**src/rtl/midi_serializer.sv**
```systemverilog
// midi_serializer: merges channel commands and system messages into one MIDI byte stream for the UART TX FIFO.
// Define MIDI_RUNNING_STATUS_EN to suppress repeated status bytes (running status).
module midi_serializer (
    input  logic       clk,
    input  logic       rst,
    input  logic       cmd_fifo_valid,
    output logic       cmd_fifo_rd,
    input  logic [7:0] cmd_fifo_head,
    input  logic [6:0] cmd_fifo_data1,
    input  logic [6:0] cmd_fifo_data2,
    input  logic       sysex_fifo_valid,
    output logic       sysex_fifo_rd,
    input  logic [7:0] sysex_fifo_data,
    input  logic       sysex_fifo_last,
    input  logic       uart_fifo_busy,
    output logic       uart_fifo_wr,
    output logic [7:0] uart_fifo_data,
    output logic [7:0] cmd_err_count
);

    typedef enum logic [2:0] {
        S_IDLE     = 3'd0,
        S_CMD_HEAD = 3'd1,
        S_CMD_D1   = 3'd2,
        S_CMD_D2   = 3'd3,
        S_SYSEX    = 3'd4
    } state_t;

    // Number of data bytes carried by a command head; 0 marks an invalid head.
    function automatic logic [1:0] cmd_len(input logic [7:0] head);
        logic [1:0] len;
        case (head[7:4])
            4'hC, 4'hD:                   len = 2'd1;
            4'h8, 4'h9, 4'hA, 4'hB, 4'hE: len = 2'd2;
            default:                      len = 2'd0;
        endcase
        return len;
    endfunction

    state_t     state_r;
    state_t     state_nxt_s;
    logic [7:0] head_r;
    logic [6:0] data1_r;
    logic [6:0] data2_r;
    logic       last_was_cmd_r;
    logic       last_was_cmd_nxt_s;
    logic [7:0] err_count_r;
    logic [7:0] err_count_nxt_s;
    logic       cmd_pop_s;
    logic       sysex_pop_s;
    logic       wr_s;
    logic [7:0] data_s;
    logic       sel_cmd_s;
    logic       sel_sysex_s;
    logic       rs_match_s;

    // Round-robin only matters when both sources are ready at a message boundary.
    assign sel_cmd_s   = cmd_fifo_valid & (~sysex_fifo_valid | ~last_was_cmd_r);
    assign sel_sysex_s = sysex_fifo_valid & (~cmd_fifo_valid | last_was_cmd_r);

`ifdef MIDI_RUNNING_STATUS_EN
    logic [7:0] rs_r;
    logic [7:0] rs_nxt_s;

    assign rs_match_s = (cmd_fifo_head == rs_r);

    // Running status follows every accepted head; invalid heads and system common bytes drop it.
    always_comb begin
        rs_nxt_s = rs_r;
        if (cmd_fifo_rd) begin
            if (cmd_len(cmd_fifo_head) == 2'd0) begin
                rs_nxt_s = 8'h00;
            end else begin
                rs_nxt_s = cmd_fifo_head;
            end
        end else if (sysex_fifo_rd && (sysex_fifo_data[7:3] == 5'b11110)) begin
            rs_nxt_s = 8'h00;
        end else begin
            rs_nxt_s = rs_r;
        end
    end

    // Running-status register.
    always_ff @(posedge clk or posedge rst) begin
        if (rst) begin
            rs_r <= 8'h00;
        end else begin
            rs_r <= rs_nxt_s;
        end
    end
`else
    assign rs_match_s = 1'b0;
`endif

    // Next-state and output decode; busy only stalls emission states.
    always_comb begin
        state_nxt_s        = state_r;
        last_was_cmd_nxt_s = last_was_cmd_r;
        err_count_nxt_s    = err_count_r;
        cmd_pop_s          = 1'b0;
        sysex_pop_s        = 1'b0;
        wr_s               = 1'b0;
        data_s             = 8'h00;
        case (state_r)
            S_IDLE: begin
                if (sel_cmd_s) begin
                    cmd_pop_s = 1'b1;
                    if (cmd_len(cmd_fifo_head) == 2'd0) begin
                        if (err_count_r != 8'hFF) begin
                            err_count_nxt_s = err_count_r + 8'd1;
                        end else begin
                            err_count_nxt_s = err_count_r;
                        end
                        state_nxt_s = S_IDLE;
                    end else if (rs_match_s) begin
                        state_nxt_s = S_CMD_D1;
                    end else begin
                        state_nxt_s = S_CMD_HEAD;
                    end
                end else if (sel_sysex_s) begin
                    state_nxt_s = S_SYSEX;
                end else begin
                    state_nxt_s = S_IDLE;
                end
            end
            S_CMD_HEAD: begin
                if (!uart_fifo_busy) begin
                    wr_s        = 1'b1;
                    data_s      = head_r;
                    state_nxt_s = S_CMD_D1;
                end else begin
                    state_nxt_s = state_r;
                end
            end
            S_CMD_D1: begin
                if (!uart_fifo_busy) begin
                    wr_s   = 1'b1;
                    data_s = {1'b0, data1_r};
                    if (cmd_len(head_r) == 2'd2) begin
                        state_nxt_s = S_CMD_D2;
                    end else begin
                        state_nxt_s        = S_IDLE;
                        last_was_cmd_nxt_s = 1'b1;
                    end
                end else begin
                    state_nxt_s = state_r;
                end
            end
            S_CMD_D2: begin
                if (!uart_fifo_busy) begin
                    wr_s               = 1'b1;
                    data_s             = {1'b0, data2_r};
                    state_nxt_s        = S_IDLE;
                    last_was_cmd_nxt_s = 1'b1;
                end else begin
                    state_nxt_s = state_r;
                end
            end
            S_SYSEX: begin
                if (sysex_fifo_valid && !uart_fifo_busy) begin
                    sysex_pop_s = 1'b1;
                    wr_s        = 1'b1;
                    data_s      = sysex_fifo_data;
                    if (sysex_fifo_last) begin
                        state_nxt_s        = S_IDLE;
                        last_was_cmd_nxt_s = 1'b0;
                    end else begin
                        state_nxt_s = state_r;
                    end
                end else begin
                    state_nxt_s = state_r;
                end
            end
            default: begin
                state_nxt_s = S_IDLE;
            end
        endcase
    end

    // State, arbitration history and error counter.
    always_ff @(posedge clk or posedge rst) begin
        if (rst) begin
            state_r        <= S_IDLE;
            last_was_cmd_r <= 1'b0;
            err_count_r    <= 8'h00;
        end else begin
            state_r        <= state_nxt_s;
            last_was_cmd_r <= last_was_cmd_nxt_s;
            err_count_r    <= err_count_nxt_s;
        end
    end

    // Command fields are captured on the pop since the FIFO head moves on afterwards.
    always_ff @(posedge clk or posedge rst) begin
        if (rst) begin
            head_r  <= 8'h00;
            data1_r <= 7'h00;
            data2_r <= 7'h00;
        end else if (cmd_pop_s) begin
            head_r  <= cmd_fifo_head;
            data1_r <= cmd_fifo_data1;
            data2_r <= cmd_fifo_data2;
        end else begin
            head_r  <= head_r;
            data1_r <= data1_r;
            data2_r <= data2_r;
        end
    end

    // No pop may escape while reset holds the FSM in idle.
    assign cmd_fifo_rd    = cmd_pop_s & ~rst;
    assign sysex_fifo_rd  = sysex_pop_s;
    assign uart_fifo_wr   = wr_s;
    assign uart_fifo_data = data_s;
    assign cmd_err_count  = err_count_r;

endmodule

```
**config.mk**
```make
export PLATFORM = sky130hd
export DESIGN_NAME = midi_serializer
export DESIGN_NICKNAME = d
export VERILOG_FILES = /design/src/rtl/midi_serializer.sv
export SDC_FILE = /design/constraint.sdc
export NUM_CORES = 1
export LEC_CHECK = 0
export ABC_AREA = 1
export BUFFER_PORTS_ARGS = -buffer_cell sky130_fd_sc_hd__buf_2
export CAP_MARGIN = 30
export CORE_MARGIN = 2
export CORE_UTILIZATION = 45
export DETAILED_ROUTE_END_ITERATION = 8
export PLACE_DENSITY = 0.71
export SKIP_CTS_REPAIR_TIMING = 1
export SYNTH_ARGS = -nofsm -noshare
export SYNTH_HDL_FRONTEND = slang
export SYNTH_SLANG_ARGS = --single-unit
export TNS_END_PERCENT = 50
```
**constraint.sdc**
```tcl
create_clock -name clk -period 1.5 [get_ports clk]
set_input_delay 0.225 -clock clk [delete_from_list [all_inputs] [get_ports clk]]
set_output_delay 0.225 -clock clk [all_outputs]
set_load 0.05 [all_outputs]
```
==> key figures, run 1 <==
Run status
  • Status: finished with violations
  • Failing checks: negative setup slack

Hold path
  • Hold Path Class: in2async

Timing
  • Slew margin rel.: between 70% and 80%
  • Final setup fails: 19
  • Final Hold Viols: 0
  • Final Worst Setup Slack: -0.364 ns
  • WHS: 0.0554 ns
  • RSZ-0062 raised after global routing: yes
  • Fmax achieved: 0.536 GHz
  • Final Critical Period: approximately 1.9 ns
  • Max Clock Skew: 0.00980 ns
  • Tcrit/Tclk final: 124%
  • Worst-Margin Slew: between 0.4 and 0.5 ns
  • Slew Limit Fails: 0

Synthesis
  • Post-synthesis adder-cell area fraction: 0.661%
  • Seq/Total Area, Yosys: roughly 45%
  • Post-synthesis cell count: 251
  • Synth Net Count: roughly 290
  • Synth Cell Area: 1890 um2
  • Synthesized flop and latch total: 34
  • Largest family of logic cells by synthesized area: simple AND/OR/NAND/NOR gates
  • Area fraction in compound gates after synthesis: approximately 10%
  • Post-synthesis mux area share: 0%
  • Post-Synth XOR/XNOR Area: between 3 and 4%
  • Synth Area in Simple Gates: 32.7%
  • Post-synthesis area per instance: ~7.5 um2
  • Yosys warnings: 0
  • Post-synth cell types: 31

Clocking
  • CTS tree: yes
  • CTS H-tree depth: 2
  • Clk sinks: 34
  • Clk_lat worst skew: 0.30 ns
  • Deepest clock path buffer count: 2
  • Root Driver: clkbuf_8
  • Worst-path clk slew: roughly 0.08 ns
  • Clock buffer count from CTS: 5

Die
  • Row count: 23
  • Initial Utilization: a little under half
  • Core Area: a little over 4000 um2
  • Die width: 68.8 um
  • Die ar.: 4740 um2
  • Number of I/O pins: 55
  • Die height: 68.8 um

Drt
  • Post-Route WL: about 5300 um
  • Antenna-violating nets left: 0
  • Detailed Routing Iterations Pass 1: 4
  • Routed wire per std cell: 13.5 um
  • Drt initial violations: between 100 and 150
  • Via density: ~5
  • Via Count: 1968
  • Residual DRC: 0

GRT
  • Initial antenna violation count: 0
  • GRT overflow: 0
  • Pin count of the biggest net entering global routing: 35
  • First-pass GRT wire length: 8190 um
  • Vias in the first global route: around 1900
  • Total track usage: 23.6%

Critical path
  • CP required: 1.27 ns
  • Setup crit end kind: output port
  • CP Max Fanout: 5
  • Setup crit start: state_r[2]$_DFFE_PP0P_
  • Crit-path cells: buf_4, nor2_4, nand2_4, buf_4, o31ai_4, buf_6
  • CP peak stage delay: 0.46 ns
  • Startpoint types: register
  • Worst path buffer plus inverter count: 3
  • Arrival @ worst endpoint: 1.64 ns
  • CP Class: reg2out
  • Critical-path top delay cell: dfrtp_2
  • Reg-to-Reg Start: state_r[2]$_DFFE_PP0P_
  • Cell family with most CP delay: buffers and inverters
  • Crit path top cell by count: buf_4

Power and ir drop
  • Pwr Density: ~1900 nW/um2
  • Max VDD drop: 1.09 mV
  • Leak pwr: 1.47 nW
  • Power, Total: 5.48 mW

Place
  • Placed Instances: between 300 and 400
  • RD Place Congestion: about 0.87
  • Placed Area: between 2000 and 2500 um2
  • HPWL Detailed: 3750 um
  • Port buffer count: 54

Finish
  • Final nets: 377
  • Most frequent cells in the layout: nand2_1 (82), buf_2 (43), dfrtp_1 (29)
  • Most common cell after layout, fill and taps aside: nand2_1
  • Post-Route Utilization: 71.4%
  • Layout Cells excl Fill: 391
  • Area grow syn2layout: 52.0%
  • Ratio of cells with drive above 1 in the final layout: 43.1%
  • Ant. Diodes: 0
  • Post-layout instance area: 2880 um2
  • Fill count: 315

Flow run
  • MaxCap Viol Count: 0
logic make-up after synthesis:
group | Yosys count
adders and majority gates | 1
DFF | 34
xor gates and xnor gates | 7
buffers and inverters | 35
AOI/OAI and AO/OA | 33
and+or+nand+nor | 141
worst paths after layout:
| kind | end | slack (ns) | cells after the start |
|---|---|---|---|
| min in group clk | data1_r[5]$_DFFE_PP0P_ | 0.12 | 3 |
| hold / removal | state_r[2]$_DFFE_PP0P_ | 0.06 | 3 |
| hold reg to reg | data1_r[2]$_DFFE_PP0P_ | 0.48 | 2 |
| setup reg to reg | cmd_err_count[5]$_DFFE_PP0P_ | -0.07 | 9 |
| max in group asynchronous | cmd_err_count[1]$_DFFE_PP0P_ | 1.10 | 3 |
| setup / recovery | uart_fifo_data[7] | -0.36 | 6 |
cell usage after synthesis, drive strengths merged:
master   count  area share [%]
nand2       90              18
dfrtp       34              45
nand3       25             7.1
inv         24             4.8
o21ai       20             5.7
nor2        17             4.8
buf          8             2.7
a21oi        6             1.6
nor3         6             1.9
xnor2        5             2.7
nand4        3            0.99
o22ai        3            0.99
clkinv       2            0.40
o31ai        2            0.79
xor2         2            0.93
a21boi       1            0.40
clkbuf       1            0.20
ha           1            0.66
o2111ai      1            0.46
stage by stage:
stage	worst slack, ns	setup TNS (ns)
2_1_floorplan	-0.0443	-0.298
3_3_place_gp	-0.147	-1.05
3_5_place_dp	-0.172	-1.27
4_1_cts	-0.514	-4.96
5_1_grt	-0.428	-5.62
6_report	-0.364	-4.01
registers in the layout, indices dropped and copies added (netlist names):
name	cells
last_was_cmd_r	1
state_r	3
head_r	8
cmd_err_count	8
data1_r	7
data2_r	7
routing by layer:
metal  wire length (um)  global-route usage, %  up-vias
li1                   -                      -      983
met4                111                   10.5        0
met2               2630                   37.7       58
met5                  0                      0        -
met1               2260                   29.9      913
met3                294                   6.49       14
layout make-up:
class                      instances  area [um2]  area share (%)
multi-input combinational        182        1090            37.9
sequential                        34         857            29.8
timing repair buffer              90         666            23.2
inverter                          26         103            3.57
clock buffer                       7        86.3            3.00
tap                               50        62.6            2.18
timing repair inverter             1        7.51           0.261
clock inverter                     1        5.00           0.174
where the power goes:
group / switching, mW / internal (mW) / leakage, nW
combinational: 1.83 / 1.29 / 1.00
clock: 0.352 / 0.370 / 0.0482
sequential: 0.310 / 1.32 / 0.423
tightest hold or removal path: stages:
cell and delay, ns:
buf_2 0.12, inv_1 0.05, buf_4 0.39
Note: power is estimated with default switching activity, not from simulation.
==> run 2, diff against run 1 <==
Settings changed: MAX_ROUTING_LAYER set to met4.
==> run 2 against run 1 <==
  * Fmax down 2.9%
  * Critical path depth up 1
  * Largest cell class unchanged
  * Setup slack worse by 0.055 ns
  * The flow still finishes with violations (negative setup slack)
  * Hold slack better by 0.00069 ns
  * Via count down 3.9%
  * Die area unchanged
==> key figures, run 2 (synthesis gave the netlist of run 1 again) <==
Run status
  • Status: finished with violations
  • Failing checks: negative setup slack

Finish
  • Most frequent cells in the layout: nand2_1 (86), buf_2 (44), dfrtp_1 (31)
  • Fill count: 356 (+13%)
  • Post-Route Utilization: 65.9% (-5.4 points)
  • Final nets: 368 (-2.4%)
  • Ant. Diodes: 0 (unchanged)
  • Most common cell after layout, fill and taps aside: nand2_1
  • Ratio of cells with drive above 1 in the final layout: 36.1% (-7.0 points)
  • Layout Cells excl Fill: 382 (-2.3%)
  • Area grow syn2layout: 40.4%

Clocking
  • Worst-path clk slew: 0.07 ns (about the same)
  • CTS tree: yes
  • Root Driver: clkbuf_8
  • CTS H-tree depth: 2 (unchanged)
  • Deepest clock path buffer count: 2 (unchanged)
  • Clock buffer count from CTS: 5 (unchanged)
  • Clk_lat worst skew: 0.28 ns (-0.02 ns)
  • Clk sinks: 34 (unchanged)

Drt
  • Residual DRC: 0 (unchanged)
  • Via Count: 1892 (-3.9%)
  • Routed wire per std cell: 12.8 um (-5.4%)
  • Via density: 4.95 (-1.6%)
  • Antenna-violating nets left: 0 (unchanged)
  • Detailed Routing Iterations Pass 1: 4 (unchanged)
  • Post-Route WL: 4890 um (-7.6%)
  • Drt initial violations: 141 (+24%)

Place
  • HPWL Detailed: 3640 um (-3.0%)
  • Port buffer count: 54 (unchanged)
  • RD Place Congestion: 0.830 (-4.4%)
  • Dpl ws: -0.215 ns (-0.0429 ns)
  • Placed Instances: 374 (-0.53%)

Power and ir drop
  • Power, Total: 5.03 mW (-8.1%)
  • Power share of the sequential group: 31.4% (+1.6 points)
  • Leak pwr: 1.41 nW (-4.4%)
  • Cell-internal power: 2.72 mW (-8.9%)
  • Net switching power figure: 2.32 mW (-7.1%)
  • Max VDD drop: 0.935 mV (-14%)
  • Switching share of total power: 46.0% (+0.47 points)
  • Clock power share: 13.3% (about the same)
  • Comb pwr share: 55.3% (-1.7 points)
  • Pwr Density: 1900 nW/um2 (-0.50%)

Die
  • Core Area: 4030 um2 (unchanged)
  • Die ar.: 4740 um2 (unchanged)
  • Row count: 23 (unchanged)
  • Die width: 68.8 um (unchanged)
  • Initial Utilization: 47.0% (unchanged)
  • Die height: 68.8 um (unchanged)
  • Number of I/O pins: 55 (unchanged)

Timing
  • Final Critical Period: 1.92 ns (+0.0552 ns)
  • Final Hold Viols: 0 (unchanged)
  • Slew Limit Fails: 0 (unchanged)
  • Fmax achieved: 0.521 GHz (-2.9%)
  • Max Clock Skew: 0.00717 ns (-0.00262 ns)
  • Tcrit/Tclk final: 128% (+3.7 points)
  • Final setup fails: 11 (-8)
  • Worst-Margin Slew: 0.441 ns (-0.00657 ns)
  • Final Worst Setup Slack: -0.419 ns (-0.0552 ns)
  • WHS: 0.0561 ns (+0.000692 ns)
  • RSZ-0062 raised after global routing: yes
  • Slew margin rel.: 70.6% (+0.44 points)

GRT
  • First-pass GRT wire length: 7620 um (-6.9%)
  • Total track usage: 22.7% (-0.96 points)
  • GRT overflow: 0 (unchanged)
  • Initial antenna violation count: 0 (unchanged)
  • Vias in the first global route: 1747 (-6.5%)
  • Pin count of the biggest net entering global routing: 35 (unchanged)

Critical path
  • Setup crit end kind: output port
  • Arrival @ worst endpoint: 1.69 ns (+0.05 ns)
  • Startpoint types: register
  • R2r setup slk: 0.03 ns (+0.10 ns)
  • CP Class: reg2out
  • CP required: 1.27 ns (about the same)
  • R2R cell count: 8 (-1)
  • CP Max Fanout: 9 (+4)

Flow run
  • MaxCap Viol Count: 0 (unchanged)

Hold path
  • Hold Path Class: in2async
## run 2: cell count changes in the layout (fill, tap and decap cells not counted), moves of 4 or more
cell	delta
buf_6	-7
buf_8	-6
nor2_1	+4
clkbuf_4	+5
nand2_1	+4
nand2_2	-5
## run 2: final timing paths
kind / end / startpoint
max: uart_fifo_data[5] / state_r[0]$_DFFE_PP0P_
min: data1_r[5]$_DFFE_PP0P_ / rst
max reg2reg: cmd_err_count[6]$_DFFE_PP0P_ / state_r[0]$_DFFE_PP0P_
min reg2reg: data2_r[5]$_DFFE_PP0P_ / data2_r[5]$_DFFE_PP0P_
max in group asynchronous: state_r[1]$_DFFE_PP0P_ / rst
min in group clk: data1_r[5]$_DFFE_PP0P_ / cmd_fifo_data1[5]
## run 2: area by class of cell
| cell class | count | area [um2] | share of cell area, % |
|---|---|---|---|
| multi-input combinational | 182 | 1010 | 37.9 |
| sequential | 34 | 855 | 32.2 |
| timing repair buffer | 82 | 544 | 20.5 |
| inverter | 26 | 103 | 3.86 |
| clock buffer | 6 | 72.6 | 2.73 |
| tap | 50 | 62.6 | 2.36 |
| clock inverter | 2 | 13.8 | 0.518 |
## run 2: per-layer routing
layer  routed length (um)  track usage, %  share of wire [%]
met5                    0               -                  0
met4                   76            7.60                1.6
met3                  217            4.22                4.4
met2                 2300            36.1                 47
met1                 2300            29.3                 47
## run 2: power by group through the flow
stage	logic, mW	clock network, mW	registers [mW]
3_5_place_dp	2.60	0	1.59
3_3_place_gp	2.56	0	1.57
6_report	2.78	0.669	1.58
4_1_cts	2.62	0.680	1.57
2_1_floorplan	1.67	0	1.70
5_1_grt	3.06	0.727	1.63
## run 2: metrics by stage
stage,TNS (ns),cell area [um2]
2_1_floorplan,-0.298,1980
3_3_place_gp,-1.13,2480
3_5_place_dp,-1.42,2480
4_1_cts,-4.85,2570
5_1_grt,-4.88,2660
6_report,-3.99,2660
## run 2: critical path: stages (launching register included)
cell and delay [ns]:
dfrtp_1 0.41, buf_6 0.15, nor2_8 0.13, nand4_1 0.17
inv_4 0.16, nand2_1 0.11, o2111ai_4 0.09, buf_6 0.19
==> run 3, diff against run 2 <==
Settings changed: GPL_TIMING_DRIVEN set to 0.
==> run 3 against run 2 <==
  * The run still ends with negative setup slack left
  * Critical path depth unchanged
  * Die area is the same
  * Non-clock buffer count decreased by 5
  * Design area up 3.3%
  * Setup slack lost 0.0045 ns
  * Global-route usage up 0.29 points
  * Clock power increased by 4.8%
  * Largest power group unchanged
  * Highest routed layer unchanged
==> key figures, run 3 (synthesis gave the netlist of run 1 again) <==
Run status
  • Status: finished with violations
  • Failing checks: negative setup slack

Die
  • Die width: 68.8 um (unchanged)
  • Row count: 23 (unchanged)
  • Core Area: 4030 um2 (unchanged)
  • Die height: 68.8 um (unchanged)
  • Initial Utilization: 47.0% (unchanged)
  • Die ar.: 4740 um2 (unchanged)
  • Number of I/O pins: 55 (unchanged)

Power and ir drop
  • Max VDD drop: 1.01 mV (+8.6%)
  • Power share of the sequential group: 29.5% (-1.9 points)
  • Pwr Density: 1970 nW/um2 (+4.0%)
  • Switching share of total power: 45.5% (-0.53 points)
  • Power, Total: 5.41 mW (+7.4%)
  • Leak pwr: 1.41 nW (about the same)
  • Clock power share: 13.0% (-0.3 points)
  • Cell-internal power: 2.95 mW (+8.5%)
  • Comb pwr share: 57.6% (+2.3 points)
  • Net switching power figure: 2.46 mW (+6.2%)

Drt
  • Via Count: 1913 (+1.1%)
  • Detailed Routing Iterations Pass 1: 4 (unchanged)
  • Antenna-violating nets left: 0 (unchanged)
  • Post-Route WL: 5160 um (+5.4%)
  • Routed wire per std cell: 13.7 um (+6.8%)
  • Via density: 5.07 (+2.5%)
  • Drt initial violations: 145 (+2.8%)
  • Residual DRC: 0 (unchanged)

Critical path
  • Arrival @ worst endpoint: 1.70 ns (about the same)
  • Reg-to-Reg Start: state_r[0]$_DFFE_PP0P_
  • Setup crit start: state_r[2]$_DFFE_PP0P_
  • Setup crit end kind: output port
  • CP Class: reg2out
  • CP required: 1.27 ns (about the same)
  • Startpoint types: register
  • CP Max Fanout: 9 (unchanged)

Clocking
  • Deepest clock path buffer count: 2 (unchanged)
  • Clk_lat worst skew: 0.28 ns (about the same)
  • Worst-path clk slew: 0.07 ns (about the same)
  • Clk sinks: 34 (unchanged)
  • CTS H-tree depth: 2 (unchanged)
  • Root Driver: clkbuf_8
  • CTS tree: yes
  • Clock buffer count from CTS: 5 (unchanged)

Finish
  • Area grow syn2layout: 45.0%
  • Ant. Diodes: 0 (unchanged)
  • Fill count: 332 (-6.7%)
  • Layout Cells excl Fill: 377 (-1.3%)
  • Post-Route Utilization: 68.1% (+2.2 points)
  • Ratio of cells with drive above 1 in the final layout: 39.8% (+3.6 points)
  • Post-layout instance area: 2740 um2 (+3.3%)
  • Most frequent cells in the layout: nand2_1 (74), buf_2 (43), dfrtp_1 (31)
  • Most common cell after layout, fill and taps aside: nand2_1
  • Final nets: 363 (-1.4%)

Flow run
  • MaxCap Viol Count: 0 (unchanged)

Place
  • Port buffer count: 53 (-1.9%)
  • Placed Instances: 355 (-5.1%)
  • HPWL Detailed: 3530 um (-3.1%)
  • Placed Area: 2340 um2 (-5.8%)
  • RD Place Congestion: 0.846 (+1.9%)

Timing
  • Final Critical Period: 1.92 ns (+0.00455 ns)
  • Slew margin rel.: 56.5% (-14 points)
  • Max Clock Skew: 0.00259 ns (-0.00458 ns)
  • Worst-Margin Slew: 0.652 ns (+0.211 ns)
  • Final Hold Viols: 0 (unchanged)
  • Slew Limit Fails: 0 (unchanged)
  • Final Worst Setup Slack: -0.424 ns (-0.00455 ns)
  • Final setup fails: 19 (+8)
  • RSZ-0062 raised after global routing: yes
  • WHS: 0.0553 ns (-0.000767 ns)
  • Fmax achieved: 0.520 GHz (-0.24%)
  • Tcrit/Tclk final: 128% (+0.30 points)

GRT
  • Vias in the first global route: 1697 (-2.9%)
  • Pin count of the biggest net entering global routing: 21 (-40%)
  • GRT overflow: 0 (unchanged)
  • First-pass GRT wire length: 7740 um (+1.5%)
  • Total track usage: 23.0% (+0.29 points)
  • Initial antenna violation count: 0 (unchanged)

Hold path
  • Hold Path Class: in2async
run 3: changes by cell type in the layout (fill, tap and decap cells not counted), sizes merged:
cell	before	now
buf	77	70
clkbuf	11	14
clkinv	3	1
clkinvlp	0	2
inv	25	24
run 3: path summary, 6_finish.rpt:
path                       depth (start not counted)                            to  slack (ns)
max                                                7             uart_fifo_data[0]       -0.42
min                                                2         head_r[2]$_DFFE_PP0P_        0.06
max reg2reg                                        7  cmd_err_count[0]$_DFFE_PP0P_       -0.03
min reg2reg                                        2        data1_r[1]$_DFFE_PP0P_        0.49
max in group asynchronous                          3        state_r[0]$_DFFE_PP0P_        0.91
min in group clk                                   3        data1_r[3]$_DFFE_PP0P_        0.13
run 3: stage by stage:
step / setup TNS (ns) / worst slack (ns)
finish: -3.66 / -0.424
global route: -5.82 / -0.509
CTS: -5.63 / -0.691
detailed placement: -2.32 / -0.380
global placement: -2.88 / -0.377
floorplan: -0.298 / -0.0443
run 3: critical path, cell delays in order, from the launching register on:
cell and delay (ns):
dfrtp_1 0.32, buf_4 0.17, clkinvlp_4 0.16, nand3_4 0.16, nor3_1 0.06, a21oi_1 0.21
nand3_2 0.10, clkbuf_4 0.23
run 3: power groups by stage:
stage               Clock, mW  Sequential [mW]  Combinational [mW]
finish                  0.701             1.59                3.11
global route            0.747             1.64                3.40
CTS                     0.713             1.57                2.33
detailed placement          0             1.59                2.32
global placement            0             1.58                2.26
floorplan                   0             1.70                1.67
run 3: routing by layer:
metal  up-vias  track usage (%)  share of wire, %
met5         -                -                 0
met4         0             5.88              0.93
met3         6             4.87               5.2
met2        58             36.7                50
met1       889             29.9                44
li1        960                -                 -
run 3: area by class of cell:
class                           count  area, um2  share of cell area, %
Multi-Input combinational cell    182       1040                   38.0
Buffer                              9       83.8                   3.06
Tap cell                           50       62.6                   2.28
Sequential cell                    34        855                   31.1
Inverter                           26        110                   4.01
Clock inverter                      1       5.00                  0.182
Timing Repair Buffer               68        498                   18.1
Clock buffer                        7       86.3                   3.15
